<file path="config.mk">
export PLATFORM = sky130hd
export DESIGN_NAME = mlaccel_memory_reader
export DESIGN_NICKNAME = d
export VERILOG_FILES = /design/src/rtl/mlaccel_memory_reader.sv
export SDC_FILE = /design/constraint.sdc
export NUM_CORES = 1
export LEC_CHECK = 0
export CORE_MARGIN = 4
export CORE_UTILIZATION = 48
export CTS_CLUSTER_SIZE = 16
export DETAILED_ROUTE_END_ITERATION = 12
export PLACE_DENSITY = 0.77
export SETUP_SLACK_MARGIN = 0.3
export SLEW_MARGIN = 0
export SYNTH_ARGS = -nofsm -noshare
export SYNTH_HDL_FRONTEND = slang
export SYNTH_SLANG_ARGS = --single-unit
</file>
<file path="constraint.sdc">
create_clock -name clock -period 2.6 [get_ports clock]
set_input_delay 0.39 -clock clock [delete_from_list [all_inputs] [get_ports clock]]
set_output_delay 0.39 -clock clock [all_outputs]
set_load 0.01 [all_outputs]
</file>
<file path="src/rtl/mlaccel_memory_reader.sv">
// Generic FIFO for the memory reader output buffer.
// Latency: pushed entry visible at head the cycle after push; head is combinational from storage.
// Backpressure: none internally; the caller must never push when full or pop when empty.
module mlaccel_fifo #(
    parameter int WIDTH = 8,
    parameter int DEPTH = 4
) (
    input  logic                     clock,
    input  logic                     reset,
    input  logic                     push,
    input  logic [WIDTH-1:0]         push_dat,
    input  logic                     pop,
    output logic [WIDTH-1:0]         head_dat,
    output logic [$clog2(DEPTH):0]   count
);
    localparam int AW = $clog2(DEPTH);
    localparam logic [AW-1:0] PTR_ONE = 1;

    logic [WIDTH-1:0] store [DEPTH];
    logic [AW-1:0]    wr_ptr, rd_ptr;

    always_ff @(posedge clock or posedge reset) begin
        if (reset) begin
            wr_ptr <= '0;
            rd_ptr <= '0;
            count  <= '0;
        end else begin
            if (push) wr_ptr <= wr_ptr + PTR_ONE;
            if (pop)  rd_ptr <= rd_ptr + PTR_ONE;
            count <= count + {{AW{1'b0}}, push} - {{AW{1'b0}}, pop};
        end
    end

    always_ff @(posedge clock) begin
        if (push) store[wr_ptr] <= push_dat;
    end

    assign head_dat = store[rd_ptr];
endmodule

// Burst reader / single-word writer for the unified 16-bit-word memory.
// Latency: first beat READ_LATENCY+1 cycles after the first read issue, then one beat per cycle.
// Backpressure: reads issue only while buffered plus in-flight beats fit the FIFO, so out_ready stalls issue.
module mlaccel_memory_reader #(
    parameter int READ_LATENCY = 2,
    parameter int FIFO_DEPTH   = 4
) (
    input  logic        clock,
    input  logic        reset,
    input  logic        cmd_valid,
    output logic        cmd_ready,
    input  logic [15:0] cmd_addr,
    input  logic [15:0] cmd_len,
    input  logic        wr_valid,
    output logic        wr_ready,
    input  logic [15:0] wr_addr,
    input  logic [1:0]  wr_wen,
    input  logic [15:0] wr_wdata,
    output logic [15:0] mem_addr,
    output logic [1:0]  mem_wen,
    output logic [15:0] mem_wdata,
    input  logic [63:0] mem_rdata,
    output logic        out_valid,
    input  logic        out_ready,
    output logic [63:0] out_data,
    output logic [3:0]  out_keep,
    output logic        out_last,
    output logic        busy
);
    localparam int CW = $clog2(FIFO_DEPTH) + 1;
    localparam logic [1:0] IDLE  = 2'd0;
    localparam logic [1:0] READ  = 2'd1;
    localparam logic [1:0] DRAIN = 2'd2;

    typedef struct packed {
        logic [3:0] keep;
        logic       last;
    } tag_t;

    typedef struct packed {
        logic [63:0] data;
        logic [3:0]  keep;
        logic        last;
    } beat_t;

    logic [1:0]              state;
    logic [15:0]             ptr, rem, rem_take;
    logic [CW-1:0]           inflight, fifo_count;
    logic [READ_LATENCY-1:0] pipe_vld;
    tag_t                    tag_pipe [READ_LATENCY];
    tag_t                    issue_tag;
    beat_t                   head, push_beat;
    logic                    fifo_empty, wr_fire, cmd_fire, issue, capture, pop;

    assign fifo_empty = (fifo_count == '0);
    assign wr_ready   = (state == IDLE) && fifo_empty;
    assign cmd_ready  = (state == IDLE) && fifo_empty && !wr_valid;
    assign wr_fire    = wr_valid && wr_ready;
    assign cmd_fire   = cmd_valid && cmd_ready;
    assign issue      = (state == READ) && (int'(fifo_count) + int'(inflight) < FIFO_DEPTH);
    assign capture    = pipe_vld[READ_LATENCY-1];
    assign pop        = out_valid && out_ready;
    assign rem_take   = (rem >= 16'd4) ? 16'd4 : rem;

    always_comb begin
        issue_tag      = '0;
        issue_tag.last = (rem <= 16'd4);
        if (rem >= 16'd4) begin
            issue_tag.keep = 4'b1111;
        end else begin
            case (rem[1:0])
                2'd3:    issue_tag.keep = 4'b0111;
                2'd2:    issue_tag.keep = 4'b0011;
                2'd1:    issue_tag.keep = 4'b0001;
                default: issue_tag.keep = 4'b0000;
            endcase
        end
    end

    // Writes are only taken in IDLE, so the memory port is never shared within a cycle.
    always_comb begin
        mem_addr  = '0;
        mem_wen   = '0;
        mem_wdata = '0;
        if (wr_fire) begin
            mem_addr  = wr_addr;
            mem_wen   = wr_wen;
            mem_wdata = wr_wdata;
        end else if (state == READ) begin
            mem_addr = ptr;
        end
    end

    always_ff @(posedge clock or posedge reset) begin
        if (reset) begin
            state    <= IDLE;
            ptr      <= '0;
            rem      <= '0;
            inflight <= '0;
            pipe_vld <= '0;
            for (int i = 0; i < READ_LATENCY; i++) tag_pipe[i] <= '0;
        end else begin
            pipe_vld[0] <= issue;
            tag_pipe[0] <= issue_tag;
            for (int i = 1; i < READ_LATENCY; i++) begin
                pipe_vld[i] <= pipe_vld[i-1];
                tag_pipe[i] <= tag_pipe[i-1];
            end
            inflight <= inflight + {{(CW-1){1'b0}}, issue} - {{(CW-1){1'b0}}, capture};
            case (state)
                IDLE: begin
                    if (cmd_fire && cmd_len != 16'd0) begin
                        ptr   <= cmd_addr;
                        rem   <= cmd_len;
                        state <= READ;
                    end
                end
                READ: begin
                    if (issue) begin
                        ptr <= ptr + 16'd4;
                        rem <= rem - rem_take;
                        if (issue_tag.last) state <= DRAIN;
                    end
                end
                DRAIN: begin
                    if (inflight == '0 && fifo_empty) state <= IDLE;
                end
                default: state <= IDLE;
            endcase
        end
    end

    assign push_beat = {mem_rdata, tag_pipe[READ_LATENCY-1]};

    mlaccel_fifo #(
        .WIDTH ($bits(beat_t)),
        .DEPTH (FIFO_DEPTH)
    ) u_fifo (
        .clock    (clock),
        .reset    (reset),
        .push     (capture),
        .push_dat (push_beat),
        .pop      (pop),
        .head_dat (head),
        .count    (fifo_count)
    );

    assert property (@(posedge clock) disable iff (reset)
        !(capture && int'(fifo_count) == FIFO_DEPTH && !pop));

    assign out_valid = !fifo_empty;
    assign out_data  = out_valid ? head.data : '0;
    assign out_keep  = out_valid ? head.keep : '0;
    assign out_last  = out_valid ? head.last : 1'b0;
    assign busy      = (state != IDLE) || !fifo_empty;
endmodule

</file>
-- Yosys cells after proc, flatten, opt, wreduce, memory -nomap -nowiden
Memories as Yosys holds them, arrays and structs flattened.
Index checks and enable logic that the tools add are counted.
- register bits after elaboration: 56
- memory bits (writable): 276
- input port bits: 135
- memories kept: 1
- logic and storage cells: 76
- memories (memory ; words ; width ; rd ports ; clocked after Yosys merged registers in ; write ports ; line ; text):
    u_fifo.store ; 4 ; 69 ; 1 ; 0 ; 1 ; 19 ; logic [WIDTH-1:0] store [DEPTH];
- equal/unequal tests: 9
- mux-type cells: 23
- magnitude comparators: 3
- reduce and logical (&&, ||, !) cells: 19
- add/sub/neg operators: 9
- operator list (kind ; count):
    2-to-1 mux 16 bit ; 8
    2-to-1 mux 64 bit ; 1
    one-hot mux 16 bit (2 select lines) ; 2
    adder 16 x 3 -> 16 bit, second input constant ; 1
    greater-or-equal comparator 16 x 3 -> 1 bit, second input constant ; 1
    <= comparator 16 x 3 -> 1 bit, second input constant ; 1
    nonzero test 16 bit ; 1
    subtractor 16 bit ; 1
    2-to-1 mux 2 bit ; 5
    one-hot mux 3 bit (3 select lines) ; 1
    logical AND 1 bit ; 8
    2-to-1 mux 4 bit ; 2
    adder 3 x 1 -> 3 bit ; 2
    equality test 2 bit, second input constant ; 3
    zero test 3 bit ; 2
    != test 2 bit, second input constant ; 3
    one-hot mux 2 bit (3 select lines) ; 1
    subtractor 3 x 1 -> 3 bit ; 2
    adder 2 x 1 -> 2 bit, second input constant ; 2
    adder 3 x 3 -> 4 bit ; 1
    equality test 2 x 1 -> 1 bit, second input constant ; 2
    < comparator 4 x 3 -> 1 bit, second input constant ; 1
    AND reduction 4 bit ; 1
    nonzero test 2 bit ; 2
    other kinds (6) ; 9

-- Logic depth before layout (Yosys ltp)
Gate-level depths: netlist of the first run.
- depth after elaboration: 7
- mapped depth: 10

-- Modules after synthesis
A second synthesis of the first run with hierarchy kept.
- cell total of the unflattened synthesis: 817
- area, all modules: 13882.1 um^2
- modules (own cells, without submodules) (module ; times used ; cells each ; area each (um^2) ; seq. area each (um^2)):
    mlaccel_fifo ; 1 ; 394 ; 10413.7 ; 8463.1
    mlaccel_memory_reader ; 1 ; 423 ; 3468.3 ; 1226.2

-- Worst setup path after synthesis of the first run
OpenSTA, ideal clock, no wires.
- path kind: reg2reg
- from: reg u_fifo.wr_ptr[0]
- to: mem u_fifo.store[0][0] (netlist bit) (enable)
- setup slack: -0.072 ns
- required time: 2.166 ns
- arrival time: 2.238 ns
- library setup time: 0.434 ns
- period minus slack after synthesis: 2.672 ns
- stages on the path, launching flop included: 4
- cell sequence: dfrtp_1 -> inv_1 -> ha_1 -> and2_1
- RTL lines (element ; line ; text):
    start, declared ; 20 ; logic [AW-1:0] wr_ptr, rd_ptr;
    start signal, assigned ; 28 ; if (push) wr_ptr <= wr_ptr + PTR_ONE;
    end, declared ; 19 ;
Straight into the memory's write port.

-- Worst setup path in the final report of the first run
- from: reg u_fifo.rd_ptr[0]
- to: out out_data[63]
- longest elaborated chain between the ends: 2
- ends and longest elaborated chain (element ; line ; text):
    start, declared ; 20 ;
    start signal, assigned ; 29 ; if (pop) rd_ptr <= rd_ptr + PTR_ONE;
    memory read (4 x 69 bit) ; n/a ;
    2-to-1 mux 64 bit ; 192 ; assign out_data = out_valid ? head.data : '0;
    end, declared ; 65 ; output logic [63:0] out_data,
No other way between the ends.

==> flow_summary.json, run 1 <==
{
  "cts-htree-levels": 2,
  "seq_area_frac_synth_pct": 70.52,
  "ant_nets": 0,
  "p_sw_uw": 7220,
  "power.share.clock_pct": 20.7,
  "max-cap-violations": 0,
  "final_core_util_pct": 71.36,
  "setup_viol": 0,
  "final_max_slew_viol_count": 0,
  "fp-row-count": 61,
  "synthesis.nets": 959,
  "syn_area_um2": 13740,
  "avgSynthCellArea_um2": 16.96,
  "cts_hold_buf": 0,
  "register_area_um2": 9702,
  "drc": 0,
  "hold_path_class": "in -> async",
  "grt_use_total_pct": 21.47,
  "p_int_uw": 15560,
  "synth_async_sr_flop_share_pct": 16.87,
  "grt_pass1_wl_um": 51430,
  "cts_tree": "done",
  "initial_core_util_pct": 49.05,
  "layout_commonest_cell": "edfxtp_1",
  "cts_max_path_buffers": 3,
  "cpMaxStageDelayCell": "dfrtp_4",
  "finalCritPeriodShare_pct": 97.86,
  "clock-sinks": 332,
  "worstPathCellList": "buf_8 -> buf_12 -> buf_16 -> mux4_2 -> and2_4 -> buf_6",
  "critPathTopFamily": "buffers and inverters",
  "switching_share_pct": 31.70,
  "end_kind": "output pin",
  "area_delta_synth_final_pct": 45.49,
  "cp-start-kind": "register",
  "drive_gt1_share_pct": 43.91,
  "wl_per_cell_um": 23.32,
  "io_pins": 242,
  "finClkSkew_ns": 0.01848,
  "overflow": 0,
  "core_area_um2": 28010,
  "post-dp-hpwl_um": 20270,
  "final.fill_count": 1696,
  "clk_pin_slew_ns": 0.06,
  "drtIter0Drc": 833,
  "fin_nets": 1323,
  "gp_congestion": 0.8428,
  "die_area_um2": 31390,
  "p_per_area_nw_per_um2": 1139,
  "synth_top_area_share_pct": 60.32,
  "finalPower_uw": 22780,
  "worst_slack_ns": 0.05575,
  "first_pass_iters": 5,
  "postPlaceCellArea_um2": 16960,
  "viasPerCell": 5.736,
  "reg2reg_setup_slack_ns": 0.13,
  "arrival_ns": 2.15,
  "worstMarginPinSlew_ns": 0.6319,
  "drt_wl_total_um": 36750,
  "die_w_um": 177.2,
  "path_class": "reg -> out",
  "grt_pass1_vias": 8881,
  "synth_edf_count": 276,
  "synth_cell_types": 60,
  "pwr-share-seq_pct": 32.5,
  "instances_no_fill": 1576,
  "comb_power_share_pct": 46.8,
  "worst-endpoint-required_ns": 2.21,
  "hold_violations": 0,
  "worstPathMaxFanout": 5,
  "critPathBufInv": 4,
  "clk_latency_ns": 0.51,
  "die_h_um": 177.2,
  "cpPeakStageDelay_ns": 0.51,
  "multi_input_area_um2": 4528,
  "ir_worst_vdd_v": 0.0005875,
  "dp_cells": 1428,
  "slew_headroom_pct": 57.48,
  "final_area_um2": 19990,
  "clock-root-buffer": "clkbuf_16",
  "numCtsBuffers": 35,
  "synth_ff_type": "edfxtp_1",
  "postSynthRegisterBits": 332,
  "rsz0062_at_grt": "yes",
  "yosysWarnings": 0,
  "portBuffers": 241,
  "synthTopCellsByArea": "edfxtp_1, mux4_2, dfrtp_1",
  "finalCriticalPeriod_ns": 2.544,
  "synthCells": 810,
  "diodes": 0,
  "vias": 9040,
  "fmax_mhz": 393.0,
  "pre_cts_slack_ns": 0.1031,
  "grt_max_degree": 36,
  "status": "completed",
  "leakagePower_uw": 0.007227,
  "final_cell_mix": "edfxtp_1, clkdlybuf4s50_1, buf_6",
  "antenna_found_initial": 1,
  "yosysTopAreaCell": "edfxtp_1"
}
## worst paths after layout
path	startpoint	endpoint	depth (start not counted)
setup / recovery	u_fifo.rd_ptr[0]	out_data[63]	6
hold / removal	reset	rem[5]	2
setup reg to reg	u_fifo.count[1]	rem[11]	15
hold reg to reg	tag_pipe[9]	push_beat[4]	0
max in group asynchronous	reset	rem[11]	3
min in group clock	tag_pipe[9]	push_beat[4]	0
## state kept, by name (all words and copies together) (netlist names)
register	count
push_beat	5
u_fifo.wr_ptr	2
u_fifo.store	276
ptr	16
u_fifo.rd_ptr	2
rem	16
inflight	3
u_fifo.count	3
pipe_vld	2
state	2
tag_pipe	5
## kinds of logic (layout without fill, tap and decap cells)
| kind of cell | Yosys count | after routing | synth area share (%) |
|---|---|---|---|
| AO/OA/AOI/OAI | 113 | 113 | 5.373 |
| flip-flops | 332 | 332 | 70.52 |
| AND/OR/NAND/NOR | 205 | 205 | 8.770 |
| other | 1 | 1 | 0.02729 |
| XOR/XNOR | 7 | 7 | 0.4462 |
| adder cells (fa/ha/maj) | 14 | 14 | 1.384 |
| buffers and inverters | 66 | 454 | 1.931 |
| multiplexers | 72 | 72 | 11.55 |
## area by class of cell
| cell class | instances | area share [%] |
|---|---|---|
| Clock inverter | 17 | 0.7762 |
| Tap cell | 378 | 2.366 |
| Clock buffer | 44 | 4.657 |
| Multi-Input combinational cell | 412 | 22.65 |
| Sequential cell | 332 | 48.54 |
| Timing Repair Buffer | 371 | 20.54 |
| Inverter | 22 | 0.4757 |
## synth_stat cells (3+ instances only)
cell type  count
mux4_2        69
a32oi_1        4
nand2_1       38
and3_1         5
o211ai_1       3
a2bb2oi_1      3
o22ai_1       10
nand3_1       12
nor2_1        16
clkbuf_1      30
inv_1         21
xnor2_1        5
and2_1        93
nor4_1         9
nand4_1        6
nand2b_1       3
nor3_1         7
a21oi_1       22
dfrtp_1       56
a31oi_1        7
a22oi_1        4
a22o_1        10
edfxtp_1     276
o2bb2a_1       4
buf_2         11
ha_1          12
o21ai_0       33
## timing repair
action	4_1_cts	5_1_grt
resized for setup	553	192
pin swaps	87	69
buffers inserted	39	28
endpoints found under the setup margin	112	134
cloned	14	6
## routing by layer
metal | global-route usage [%] | vias to the layer above | routed length, um
met1 | 28.28 | 4567 | 13880
li1 | - | 3898 | -
met3 | 4.166 | 80 | 2782
met2 | 37.58 | 493 | 19200
met5 | 0 | - | 13
met4 | 4.513 | 2 | 876
## power groups by stage
stage | logic [uW] | clock network (uW) | registers, uW
detailed placement | 7330 | 0 | 7440
global placement | 7210 | 0 | 7390
finish | 10700 | 4720 | 7410
floorplan | 4140 | 0 | 7180
CTS | 8120 | 4790 | 7330
global route | 11300 | 5060 | 7470
## through the flow
stage	hold slack, ns	setup TNS (ns)
6_report	0.3046	0
5_1_grt	0.3366	-0.04077
4_1_cts	0.3129	0
3_5_place_dp	0.3379	0
3_3_place_gp	0.3324	0
2_1_floorplan	0.3312	0
Power figures use the tool's default switching activity.
==> run 2, diff against run 1 <==
Settings changed: CORE_UTILIZATION 48 to 57, DONT_BUFFER_PORTS set to 1, PLACE_DENSITY 0.77 to 0.75.
==> flow_summary.json, run 2 (synthesized netlist as in run 1, its figures left out) <==
{
  "power.share.clock_pct": 24.2,
  "die_w_um": 163.3,
  "grt_use_total_pct": 24.21,
  "grt_max_degree": 55,
  "leakagePower_uw": 0.005888,
  "layout_commonest_cell": "edfxtp_1",
  "maxUsedRoutingLayer": "met4",
  "hold_path_class": "in -> reg",
  "pwr-share-seq_pct": 38.1,
  "drive_gt1_share_pct": 32.63,
  "clk_latency_ns": 0.50,
  "clock-sinks": 332,
  "wl_per_cell_um": 26.36,
  "finalCriticalPeriod_ns": 2.390,
  "instances_no_fill": 1272,
  "rsz0062_at_grt": "yes",
  "dp_cells": 1112,
  "reg_top3": "u_fifo.store (276), ptr (16), rem (16)",
  "routed-wl-met2_um": 18090,
  "worstMarginPinSlew_ns": 0.7437,
  "status": "completed",
  "dr_wl_met3_um": 2687,
  "max-cap-violations": 0,
  "p_int_uw": 13310,
  "largest_reg_flops": 276,
  "slew_headroom_pct": 50.35,
  "post-dp-hpwl_um": 19430,
  "arrival_ns": 2.00,
  "initial_core_util_pct": 58.19,
  "cts-htree-levels": 2,
  "comb_power_share_pct": 37.7,
  "fmax_mhz": 418.5,
  "hold_violations": 0,
  "portBuffers": 0,
  "drtIter0Drc": 785,
  "numCtsBuffers": 34,
  "first_pass_iters": 5,
  "worstPathMaxFanout": 7,
  "diodes": 0,
  "p_sw_uw": 6095,
  "wl_met1_um": 12040,
  "area_delta_synth_final_pct": 23.29,
  "final.setup.tns_ns": 0,
  "ant_nets": 0,
  "drc": 0,
  "die_area_um2": 26650,
  "die_h_um": 163.3,
  "grt_pass1_wl_um": 48890,
  "clk_pin_slew_ns": 0.06,
  "vias": 7940,
  "overflow": 0,
  "end_kind": "output pin",
  "core_area_um2": 23610,
  "antenna_found_initial": 0,
  "setup_viol": 0,
  "final_cell_mix": "edfxtp_1, and2_4, mux4_2",
  "p_per_area_nw_per_um2": 1146,
  "final_max_slew_viol_count": 0,
  "cp-start-kind": "register",
  "largest_register": "u_fifo.store",
  "io_pins": 242,
  "cts_tree": "done",
  "switching_share_pct": 31.40,
  "finClkSkew_ns": 0.01368,
  "cts_max_path_buffers": 3,
  "path_class": "reg -> out",
  "clock-root-buffer": "clkbuf_16",
  "fp-row-count": 56,
  "ir_worst_vdd_v": 0.0006073,
  "drt_wl_total_um": 33540,
  "grt_pass1_vias": 8143,
  "finalCritPeriodShare_pct": 91.90,
  "viasPerCell": 6.242,
  "fin_nets": 1080,
  "worst-endpoint-required_ns": 2.21,
  "gp_congestion": 0.9165
}
## run 2: changes by cell type in the layout (fill, tap and decap cells not counted), sizes merged, moves of 2 or more
cell | previous run | this run
buf | 228 | 60
clkdlybuf4s50 | 134 | 0
dlygate4sd3 | 0 | 65
clkinvlp | 5 | 1
dlygate4sd2 | 3 | 0
bufbuf | 2 | 0
## run 2: routing by layer
layer | up-vias | track usage, %
met5 | - | 0
met3 | 51 | 5.122
li1 | 3410 | -
met2 | 413 | 42.74
met4 | 0 | 6.557
met1 | 4066 | 30.76
## run 2: final timing paths
kind	from	endpoint	slack, ns	cells after the start
max	u_fifo.rd_ptr[0]	out_data[43]	0.21	4
min	cmd_len[0]	rem[0]	0.04	1
max reg2reg	u_fifo.count[2]	inflight[2]	0.25	10
min reg2reg	tag_pipe[6]	push_beat[1]	0.35	0
max in group asynchronous	reset	ptr[8]	1.51	3
min in group asynchronous	reset	rem[9]	0.48	2
## run 2: worst max-delay path, stage by stage, from the launching register on
cell       delay (ns)
dfrtp_4          0.45
buf_8            0.15
clkbuf_16        0.17
mux4_2           0.52
and2_4           0.20
## run 2: cell type report
type                       count  area (um2)
clock buffer                  45       975.9
clock inverter                13       111.4
fill                        1380        6674
inverter                      22       82.58
multi-input combinational    412        4172
sequential                   332        9703
tap                          319       399.1
timing repair buffer         129        1495
## run 2: per-stage QoR
step | total power [uW] | util (%) | instance area [um2] | setup slack, ns | hold WS [ns]
floorplan | 11320 | - | 13760 | 0.3141 | 0.3312
global placement | 12550 | 60.59 | 14310 | 0.1493 | 0.3354
detailed placement | 12810 | 60.59 | 14310 | 0.02217 | 0.3402
CTS | 18130 | 69.30 | 16360 | 0.1621 | 0.01595
global route | 20320 | 71.74 | 16940 | 0.1104 | 0.02170
finish | 19410 | 71.74 | 16940 | 0.2105 | 0.03579
## run 2: power by group through the flow
stage | registers [uW] | clock network [uW] | logic [uW]
after floorplan | 7180 | 0 | 4140
after global placement | 7460 | 0 | 5080
after detailed placement | 7550 | 0 | 5250
after CTS | 7370 | 4760 | 6010
after global routing | 7460 | 5030 | 7820
final | 7400 | 4690 | 7320
## run 2: timing repair
action,4_1_cts,5_1_grt
hold endpoints to repair,288,0
buffers inserted,16,14
hold buffers,65,0
resized for setup,20,129
cloned,3,4
endpoints found under the setup margin,132,134
pin swaps,8,51
==> run 3, diff against run 2 <==
Settings changed: SLEW_MARGIN 0 to unset.
==> results of run 3 <==
No change in the layout: final DEF, timing and power equal those of run 2.
